===== src/rtl/uart_pkg.sv =====
// Shared UART definitions: receiver FSM states and baud arithmetic helpers,
// used by both the receive and transmit paths.
package uart_pkg;

    typedef enum logic [2:0] {
        StIdle,
        StStart,
        StData,
        StStop,
        StBreak
    } uart_state_e;

    // Clock cycles per bit, integer-truncated.
    function automatic int unsigned calc_cpb(input int unsigned clk_hz, input int unsigned baud);
        return clk_hz / baud;
    endfunction

    function automatic int unsigned calc_half(input int unsigned clk_hz, input int unsigned baud);
        return calc_cpb(clk_hz, baud) / 2;
    endfunction

endpackage


===== src/rtl/sync_fifo.sv =====
// Show-ahead synchronous FIFO with registered head output; head reads as 0 when empty.
// A push while full is accepted only when a pop happens in the same cycle.
module sync_fifo #(
    parameter int unsigned Width = 8,
    parameter int unsigned Depth = 4
) (
    input  logic             clk_i,
    input  logic             rst_ni,
    input  logic             push_i,
    input  logic [Width-1:0] wdata_i,
    input  logic             pop_i,
    output logic [Width-1:0] rdata_o,
    output logic             empty_o,
    output logic             full_o
);

    localparam int unsigned AddrW = $clog2(Depth);

    logic [AddrW:0]   wptr_q, wptr_d;
    logic [AddrW:0]   rptr_q, rptr_d;
    logic [Width-1:0] mem_q [Depth];
    logic [Width-1:0] rdata_q, rdata_d;
    logic             do_push, do_pop;

    assign empty_o = (wptr_q == rptr_q);
    assign full_o  = (wptr_q[AddrW] != rptr_q[AddrW]) &&
                     (wptr_q[AddrW-1:0] == rptr_q[AddrW-1:0]);

    assign do_pop  = pop_i && !empty_o;
    assign do_push = push_i && (!full_o || do_pop);

    always_comb begin
        wptr_d  = wptr_q;
        rptr_d  = rptr_q;
        rdata_d = '0;
        if (do_push) begin
            wptr_d = wptr_q + 1'b1;
        end
        if (do_pop) begin
            rptr_d = rptr_q + 1'b1;
        end
        // The next head may be the byte being written this very cycle.
        if (wptr_d != rptr_d) begin
            if (do_push && (rptr_d[AddrW-1:0] == wptr_q[AddrW-1:0])) begin
                rdata_d = wdata_i;
            end else begin
                rdata_d = mem_q[rptr_d[AddrW-1:0]];
            end
        end
    end

    always_ff @(posedge clk_i or negedge rst_ni) begin
        if (!rst_ni) begin
            wptr_q  <= '0;
            rptr_q  <= '0;
            rdata_q <= '0;
            for (int i = 0; i < int'(Depth); i++) begin
                mem_q[i] <= '0;
            end
        end else begin
            wptr_q  <= wptr_d;
            rptr_q  <= rptr_d;
            rdata_q <= rdata_d;
            if (do_push) begin
                mem_q[wptr_q[AddrW-1:0]] <= wdata_i;
            end
        end
    end

    assign rdata_o = rdata_q;

endmodule


===== src/rtl/receiver_uart.sv =====
// 8N1 UART receiver: synchronizes rx, samples mid-bit, buffers bytes in a show-ahead
// FIFO and keeps sticky framing/overrun flags.
module receiver_uart
    import uart_pkg::*;
#(
    parameter int unsigned CLK_FREQ_HZ = 12000000,
    parameter int unsigned BAUD_RATE   = 115200,
    parameter int unsigned FIFO_DEPTH  = 4
) (
    input  logic       clk,
    input  logic       rstn,
    input  logic       rx,
    output logic [7:0] o_data,
    output logic       o_valid,
    input  logic       i_ready,
    output logic       o_frame_err,
    output logic       o_overrun,
    input  logic       i_clr_err
);

    localparam int unsigned Cpb  = calc_cpb(CLK_FREQ_HZ, BAUD_RATE);
    localparam int unsigned Half = calc_half(CLK_FREQ_HZ, BAUD_RATE);
    localparam int unsigned CntW = $clog2(Cpb);

    localparam logic [CntW-1:0] CntLast  = CntW'(Cpb - 1);
    localparam logic [CntW-1:0] HalfLast = CntW'(Half - 1);

    uart_state_e     state_q, state_d;
    logic            sync1_q, rxs_q;
    logic [CntW-1:0] cnt_q, cnt_d;
    logic [2:0]      bit_q, bit_d;
    logic [7:0]      shift_q, shift_d;
    logic            push_q, push_d;
    logic            ferr_evt_q, ferr_evt_d;
    logic            frame_err_q, frame_err_d;
    logic            overrun_q, overrun_d;
    logic            fifo_empty, fifo_full;
    logic            pop;

    always_comb begin
        state_d    = state_q;
        cnt_d      = cnt_q;
        bit_d      = bit_q;
        shift_d    = shift_q;
        push_d     = 1'b0;
        ferr_evt_d = 1'b0;
        unique case (state_q)
            StIdle: begin
                if (!rxs_q) begin
                    state_d = StStart;
                    cnt_d   = '0;
                end
            end
            StStart: begin
                if (cnt_q == HalfLast) begin
                    cnt_d   = '0;
                    bit_d   = '0;
                    // A start bit that is high again at mid-bit is a glitch.
                    state_d = rxs_q ? StIdle : StData;
                end else begin
                    cnt_d = cnt_q + 1'b1;
                end
            end
            StData: begin
                if (cnt_q == CntLast) begin
                    cnt_d   = '0;
                    shift_d = {rxs_q, shift_q[7:1]};
                    if (bit_q == 3'd7) begin
                        state_d = StStop;
                    end else begin
                        bit_d = bit_q + 1'b1;
                    end
                end else begin
                    cnt_d = cnt_q + 1'b1;
                end
            end
            StStop: begin
                if (cnt_q == CntLast) begin
                    cnt_d = '0;
                    if (rxs_q) begin
                        push_d  = 1'b1;
                        state_d = StIdle;
                    end else begin
                        ferr_evt_d = 1'b1;
                        state_d    = StBreak;
                    end
                end else begin
                    cnt_d = cnt_q + 1'b1;
                end
            end
            StBreak: begin
                if (rxs_q) begin
                    state_d = StIdle;
                end
            end
            default: state_d = StIdle;
        endcase
    end

    assign pop = !fifo_empty && i_ready;

    // Set has priority over clear so a coincident error is never lost.
    always_comb begin
        frame_err_d = frame_err_q;
        overrun_d   = overrun_q;
        if (i_clr_err) begin
            frame_err_d = 1'b0;
            overrun_d   = 1'b0;
        end
        if (ferr_evt_q) begin
            frame_err_d = 1'b1;
        end
        if (push_q && fifo_full && !pop) begin
            overrun_d = 1'b1;
        end
    end

    always_ff @(posedge clk or negedge rstn) begin
        if (!rstn) begin
            sync1_q     <= 1'b1;
            rxs_q       <= 1'b1;
            state_q     <= StIdle;
            cnt_q       <= '0;
            bit_q       <= '0;
            shift_q     <= '0;
            push_q      <= 1'b0;
            ferr_evt_q  <= 1'b0;
            frame_err_q <= 1'b0;
            overrun_q   <= 1'b0;
        end else begin
            sync1_q     <= rx;
            rxs_q       <= sync1_q;
            state_q     <= state_d;
            cnt_q       <= cnt_d;
            bit_q       <= bit_d;
            shift_q     <= shift_d;
            push_q      <= push_d;
            ferr_evt_q  <= ferr_evt_d;
            frame_err_q <= frame_err_d;
            overrun_q   <= overrun_d;
        end
    end

    sync_fifo #(
        .Width (8),
        .Depth (FIFO_DEPTH)
    ) u_fifo (
        .clk_i   (clk),
        .rst_ni  (rstn),
        .push_i  (push_q),
        .wdata_i (shift_q),
        .pop_i   (i_ready),
        .rdata_o (o_data),
        .empty_o (fifo_empty),
        .full_o  (fifo_full)
    );

    assign o_valid     = !fifo_empty;
    assign o_frame_err = frame_err_q;
    assign o_overrun   = overrun_q;

endmodule


===== config.mk =====
export PLATFORM = sky130hd
export DESIGN_NAME = receiver_uart
export DESIGN_NICKNAME = d
export VERILOG_FILES = /design/src/rtl/uart_pkg.sv /design/src/rtl/sync_fifo.sv /design/src/rtl/receiver_uart.sv
export SDC_FILE = /design/constraint.sdc
export NUM_CORES = 1
export LEC_CHECK = 0
export BUFFER_PORTS_ARGS = -buffer_cell sky130_fd_sc_hd__buf_2
export CAP_MARGIN = 25
export CORE_ASPECT_RATIO = 1.4
export CORE_UTILIZATION = 55
export DETAILED_ROUTE_END_ITERATION = 16
export PLACE_DENSITY = 0.83
export SKIP_LAST_GASP = 1
export SLEW_MARGIN = 10
export SYNTH_ARGS = -nofsm -noshare
export SYNTH_HDL_FRONTEND = slang
export SYNTH_SLANG_ARGS = --single-unit

===== constraint.sdc =====
create_clock -name clk -period 4 [get_ports clk]
set_input_delay 0.8 -clock clk [delete_from_list [all_inputs] [get_ports clk]]
set_output_delay 0.8 -clock clk [all_outputs]
set_load 0.01 [all_outputs]

==> qor.txt, run 1 <==
outcome -> completed
core region area -> 6610 um^2
port buffer count -> 15
cell count after synthesis -> 348
GRT Util Overall -> 22.8%
area delta synth->final -> 9.02%
period utilization -> 71.8%
vias after detailed routing -> 2674
post-CTS sizing -> 0
share of the synthesized area in the top cell type -> 46.8%
Power Dens Cells -> 508 nW/um^2
Max rail drop VDD -> 0.000288 V
layout cells sized above 1 -> 23.6%
Fin Setup TNS -> 0 ns
Routed Antenna Nets -> 0
Final Hold Vio Count -> 0
Synthesized Nets -> 361
fin crit period -> 2.87 ns
R2R depth -> 8
Inst Count DP -> 440
gr ovfl total -> 0
CTS H-tree lvls -> 3
Setup Buffers After CTS -> 0
Hold Crit Class -> register to register
n_diodes -> 0
Setup-failing EPs final -> 0
crit path capture type -> register
worst skew pair latency -> 0.35 ns
HPWL after DPL -> 5400 um
Fin Clk Skew -> 0.0108 ns
Slew Viols, Final -> 0
CTS tree -> built
post-synth cell types -> 52
total power -> 2.10 mW
relative slew slack -> 56.5%
Die ar. -> 7250 um^2
drc violations -> 0
met2 WL -> 3950 um
clock slew at reported path FFs -> 0.08 ns
final WL -> 7590 um
met3 wire len -> 293 um
Synth Warn # -> 0
Mean Syn Cell Area -> 10.9 um^2
Critical Path Source Type -> register
Worst Tran Pin Value -> 0.651 ns
CP max FO -> 20
RSZ-0062 raised after global routing -> false
initial antenna violation count -> 0
met1 wire length -> 3160 um
TritonCTS Buffers -> 9
uppermost layer routed -> met4
max capacitance violation total -> 0
synth top area cells -> dfrtp_1 47%, mux2_2 13%, mux2i_1 4.7%
Max Clk Rate -> 348 MHz
Critical Path Start -> u_fifo.rptr_q[1]$_DFF_PN0_
Non-Filler Instances -> 456
WP data arrival -> 3.11 ns
Initial Util -> 57.5%
FF-to-FF End -> u_fifo.rdata_o[4]$_DFF_PN0_
P_leak -> 1.98 nW
Worst R2R Start -> u_fifo.rptr_q[1]$_DFF_PN0_
Setup crit end -> u_fifo.rdata_o[4]$_DFF_PN0_
asr flop ratio synth -> 100%
Setup CP Type -> register to register
Max Buffers Root-to-Sink -> 2
CTS Hold Buffers Added -> 0
Hold WS -> 0.360 ns
CTS sink cnt -> 73
drt initial violations -> 219
Horiz. Die Dim -> 72.3 um
Post-Syn Area -> 3800 um^2
number of synthesized flops with an enable pin -> 0
I/O pin total -> 16
die height -> 100 um
critical path data required time -> 4.24 ns
vias per inst -> 5.86
Yosys top cell by area -> dfrtp_1
setup slack, reg-to-reg -> 1.13 ns
largest net degree at the start of global routing -> 52
detailed-router iteration count before antenna repair -> 4
sequential share of the synthesized area -> 48.1%
Top FF cell, synth -> dfrtp_1
placer congestion estimate -> 0.823
Filler cells -> 519
synthesis-stage register bit count -> 73
vias in the first global route -> 2664
NumNets Final -> 372
post-layout util -> 62.6%
DR WL/cell -> 16.6 um
row count -> 35
Root Driver -> clkbuf_8
first-pass GRT wire length -> 12500 um
[state kept, by name, indices dropped and copies added, names as in the netlist, 3 cells and up]
name            count
u_fifo.rdata_o      8
u_fifo.mem_q       32
state_q             3
cnt_q               7
u_fifo.wptr_q       3
bit_q               3
u_fifo.rptr_q       3
shift_q             8
[report_power, final]
group	switching, mW	total [mW]	internal, mW
Combinational	0.398	0.661	0.262
Sequential	0.0551	0.842	0.787
Clock	0.287	0.601	0.314
[through the flow]
stage          area, um^2  setup slack, ns
2_1_floorplan        3800             1.55
3_3_place_gp         3930             1.26
3_5_place_dp         3930             1.11
4_1_cts              4140             1.13
5_1_grt              4140            0.977
6_report             4140             1.13
[cell type report]
class	count	area, um^2	share of cell area (%)
Tap cell	92	115	2.78
Timing Repair Buffer	17	90.1	2.17
Multi-Input combinational cell	251	1870	45.2
Clock buffer	10	138	3.32
Inverter	7	26.3	0.634
Clock inverter	6	73.8	1.78
Sequential cell	73	1830	44.2
[placed cells by master (no fill, tap or decap), types with 8 or more instances in the layout]
cell type / count
nor2_1: 28
o22ai_1: 8
mux2i_1: 18
buf_2: 15
mux2_2: 43
o21ai_0: 15
xnor2_1: 8
nand3_1: 8
ha_1: 8
nand2_1: 43
clkbuf_8: 10
dfrtp_1: 71
a21oi_1: 12
a22o_1: 8
[synth_stat cells, types with 3 or more instances]
| cell type | number |
|---|---|
| inv_1 | 7 |
| nor2_1 | 28 |
| mux2i_1 | 18 |
| nand3_1 | 8 |
| o311a_1 | 7 |
| a21oi_1 | 12 |
| o21ai_0 | 15 |
| xor2_1 | 5 |
| xnor2_1 | 8 |
| a22o_1 | 8 |
| buf_2 | 4 |
| mux2_2 | 43 |
| ha_1 | 8 |
| dfrtp_1 | 71 |
| clkbuf_1 | 9 |
| o31ai_1 | 3 |
| o22ai_1 | 8 |
| nand2_1 | 43 |
[cells by family (layout without fill, tap and decap cells)]
logic type	count (synthesis)	after routing	synth area share [%]
AND/OR/NAND/NOR	99	99	11.7
XOR/XNOR	14	14	3.42
flip-flops	73	73	48.1
adder cells (fa/ha/maj)	8	8	2.63
buffers and inverters	24	40	2.80
multiplexers	61	61	17.5
AO/OA/AOI/OAI	69	69	13.8
[worst max-delay path: stages, from the launching register on]
cell and delay, ns:
dfrtp_1 0.77, ha_1 0.60, nor2b_1 0.24, nor2_1 0.09, a311oi_2 0.20, buf_4 0.25, xor2_1 0.24, o311ai_4 0.20
o311a_1 0.16
[how the worst min path moves through the flow]
stage / start / end / slack, ns / cells past startpoint
finish: sync1_q$_DFF_PN1_ / rxs_q$_DFF_PN1_ / 0.36 / 0
global route: sync1_q$_DFF_PN1_ / rxs_q$_DFF_PN1_ / 0.36 / 0
detailed placement: sync1_q$_DFF_PN1_ / rxs_q$_DFF_PN1_ / 0.35 / 0
floorplan: sync1_q$_DFF_PN1_ / rxs_q$_DFF_PN1_ / 0.35 / 0
global placement: sync1_q$_DFF_PN1_ / rxs_q$_DFF_PN1_ / 0.35 / 0
CTS: sync1_q$_DFF_PN1_ / rxs_q$_DFF_PN1_ / 0.36 / 0
[per-layer routing]
| metal | GRT usage [%] | vias up |
|---|---|---|
| li1 | - | 1274 |
| met1 | 26.4 | 1314 |
| met2 | 40.0 | 68 |
| met3 | 5.12 | 18 |
| met4 | 9.95 | 0 |
| met5 | 0 | - |
Note: power is estimated with default switching activity, not from simulation.
==> inputs of run 2 (changes only) <==
Settings changed: ABC_AREA set to 1, PLACE_DENSITY 0.83 to 0.86.
Clock period 4 ns to 2.4 ns, I/O delays scaled along.
==> qor.txt, run 2 <==
outcome -> completed
Horiz. Die Dim -> 70.5 um (-2.4%)
Max Buffers Root-to-Sink -> 2 (unchanged)
asr flop ratio synth -> 100% (unchanged)
Fin Clk Skew -> 0.00951 ns (-0.00133 ns)
Fin Setup TNS -> 0 ns (unchanged)
detailed-router iteration count before antenna repair -> 4 (unchanged)
CTS sink cnt -> 73 (unchanged)
crit path capture type -> register
post-synth cell types -> 33 (-37%)
drc violations -> 0 (unchanged)
max capacitance violation total -> 0 (unchanged)
max FFs per register -> 32 (unchanged)
gr ovfl total -> 0 (unchanged)
Power Dens Cells -> 834 nW/um^2 (+64%)
final worst setup slack -> 0.236 ns (-0.891 ns)
DR WL/cell -> 14.5 um (-13%)
worst skew pair latency -> 0.35 ns (about the same)
area delta synth->final -> 10.1%
register area -> 1830 um^2 (unchanged)
Worst R2R Start -> u_fifo.wptr_q[1]$_DFF_PN0_
largest net degree at the start of global routing -> 60 (+15%)
Setup-failing EPs final -> 0 (unchanged)
number of synthesized flops with an enable pin -> 0 (unchanged)
GRT Util Overall -> 24.6% (+1.8 points)
vias per inst -> 5.59 (-4.6%)
Post-DP Area -> 3760 um^2 (-4.4%)
Worst Tran Pin Value -> 0.620 ns (-0.0305 ns)
setup slack, reg-to-reg -> 0.24 ns (-0.89 ns)
Final Hold Vio Count -> 0 (unchanged)
WP data arrival -> 2.43 ns (-0.68 ns)
commonest cells in the netlist -> 121 x nand2_1, 71 x dfrtp_1, 53 x nand3_1
Initial Util -> 57.4% (-0.11 points)
clock slew at reported path FFs -> 0.08 ns (about the same)
critical path data required time -> 2.67 ns (-1.57 ns)
vias in the first global route -> 2877 (+8.0%)
TritonCTS Buffers -> 9 (unchanged)
commonest cells after routing, fill and taps aside -> 121 x nand2_1, 71 x dfrtp_1, 53 x nand3_1
initial antenna violation count -> 0 (unchanged)
count leader, synth -> nand2_1
CTS Hold Buffers Added -> 0 (unchanged)
total power -> 3.32 mW (+58%)
multi-input gate area in the final layout -> 1560 um^2 (-17%)
R2R depth -> 10 (+2)
CP max FO -> 15 (-25%)
post-CTS sizing -> 0 (unchanged)
port buffer count -> 15 (unchanged)
Yosys top cell by area -> dfrtp_1
Post-Syn Area -> 3610 um^2 (-5.0%)
HPWL after DPL -> 5270 um (-2.5%)
CTS tree -> built
relative slew slack -> 58.5% (+2.1 points)
layout cells sized above 1 -> 12.0% (-12 points)
Die ar. -> 6900 um^2 (-4.9%)
Setup Buffers After CTS -> 0 (unchanged)
Max rail drop VDD -> 0.000453 V (+57%)
final WL -> 7560 um (-0.37%)
period utilization -> 90.2% (+18 points)
RSZ-0062 raised after global routing -> false
Synthesized Nets -> 437 (+21%)
fin crit period -> 2.16 ns (-0.709 ns)
Post-Place Worst Slack -> 0.306 ns (-0.806 ns)
Critical Path Source Type -> register
Filler cells -> 522 (+0.58%)
die height -> 97.9 um (-2.5%)
Top FF cell, synth -> dfrtp_1
FF-to-FF End -> u_fifo.rdata_o[5]$_DFF_PN0_
Max Clk Rate -> 462 MHz (+33%)
Setup CP Type -> register to register
Synth Warn # -> 0 (unchanged)
synth top area cells -> dfrtp_1 49%, nand2_1 13%, nand3_1 7.3%
core region area -> 6300 um^2 (-4.8%)
drt initial violations -> 232 (+5.9%)
Hold WS -> 0.0292 ns (-0.331 ns)
first-pass GRT wire length -> 13100 um (+5.0%)
I/O pin total -> 16 (unchanged)
CTS H-tree lvls -> 3 (unchanged)
n_diodes -> 0 (unchanged)
Hold Crit Class -> input port to asynchronous set/reset pin
final instance area -> 3980 um^2 (-4.0%)
cell count after synthesis -> 424 (+22%)
Reg with most FFs -> u_fifo.mem_q
sequential share of the synthesized area -> 50.7% (+2.5 points)
Mean Syn Cell Area -> 8.52 um^2 (-22%)
P_leak -> 1.95 nW (-1.9%)
vias after detailed routing -> 2919 (+9.2%)
Slew Viols, Final -> 0 (unchanged)
synthesis-stage register bit count -> 73 (unchanged)
NumNets Final -> 459 (+23%)
Routed Antenna Nets -> 0 (unchanged)
Root Driver -> clkbuf_8
row count -> 34 (-2.9%)
placer congestion estimate -> 0.898 (+9.1%)
share of the synthesized area in the top cell type -> 49.2% (+2.4 points)
most common cell after layout, fill and taps aside -> nand2_1
run 2: cell types whose count changed after synthesis, moves of 8 or more:
cell,previous run,this run
inv_1,7,39
nand3_1,8,53
mux2_2,43,1
mux2i_1,18,0
o21a_1,0,28
clkbuf_1,9,1
nand2_1,43,121
run 2: worst max-delay path by stage:
stage	cells past startpoint	end	startpoint	slack, ns
global route	10	u_fifo.rdata_o[1]$_DFF_PN0_	u_fifo.wptr_q[0]$_DFF_PN0_	0.08
global placement	11	u_fifo.rdata_o[6]$_DFF_PN0_	u_fifo.wptr_q[1]$_DFF_PN0_	0.38
detailed placement	11	u_fifo.rdata_o[6]$_DFF_PN0_	u_fifo.wptr_q[1]$_DFF_PN0_	0.31
finish	10	u_fifo.rdata_o[5]$_DFF_PN0_	u_fifo.wptr_q[1]$_DFF_PN0_	0.24
CTS	11	u_fifo.rdata_o[6]$_DFF_PN0_	u_fifo.wptr_q[1]$_DFF_PN0_	0.28
floorplan	13	u_fifo.rdata_o[5]$_DFF_PN0_	u_fifo.wptr_q[0]$_DFF_PN0_	0.74
run 2: cells by family (layout without fill, tap and decap cells):
group / Yosys count / in the layout / share of synthesized area [%]
XOR/XNOR: 4 / 4 / 0.970
adder cells (fa/ha/maj): 8 / 8 / 2.77
flip-flops: 73 / 73 / 50.7
AND/OR/NAND/NOR: 226 / 226 / 28.4
AO/OA/AOI/OAI: 62 / 62 / 10.7
multiplexers: 1 / 1 / 0.312
buffers and inverters: 50 / 76 / 6.13
run 2: area by class of cell:
cell class	instances	share of cell area (%)
timing repair buffer	20	3.15
tap	72	2.27
inverter	41	3.87
clock inverter	5	2.01
clock buffer	10	3.46
multi-input combinational	301	39.2
sequential	73	46.0
run 2: critical path, cell delays in order, from the launching register on:
cell	delay, ns
dfrtp_1	0.47
inv_2	0.11
nand2_1	0.08
nand2_1	0.08
nand3_4	0.13
nand3_1	0.46
nand2_2	0.38
nand2_1	0.08
nand3_1	0.08
a21oi_1	0.07
nor2_1	0.16
run 2: where the power goes:
group | internal (mW) | switching [mW] | total [mW] | leakage [nW]
Clock | 0.606 | 0.441 | 1.05 | 0.104
Combinational | 0.295 | 0.606 | 0.901 | 0.888
Sequential | 1.32 | 0.0514 | 1.37 | 0.953
run 2: layer usage:
layer / part of all wire [%] / GRT usage [%] / vias to the layer above
li1: - / - / 1433
met1: 41 / 29.5 / 1395
met2: 52 / 42.1 / 77
met3: 4.1 / 5.06 / 14
met4: 2.4 / 11.3 / 0
met5: 0 / 0 / -
run 2: stage by stage:
step / util (%) / cells
after floorplan: - / 424
after global placement: 59.7 / 507
after detailed placement: 59.7 / 507
after CTS: 63.2 / 522
after global routing: 63.2 / 522
final: 63.2 / 522
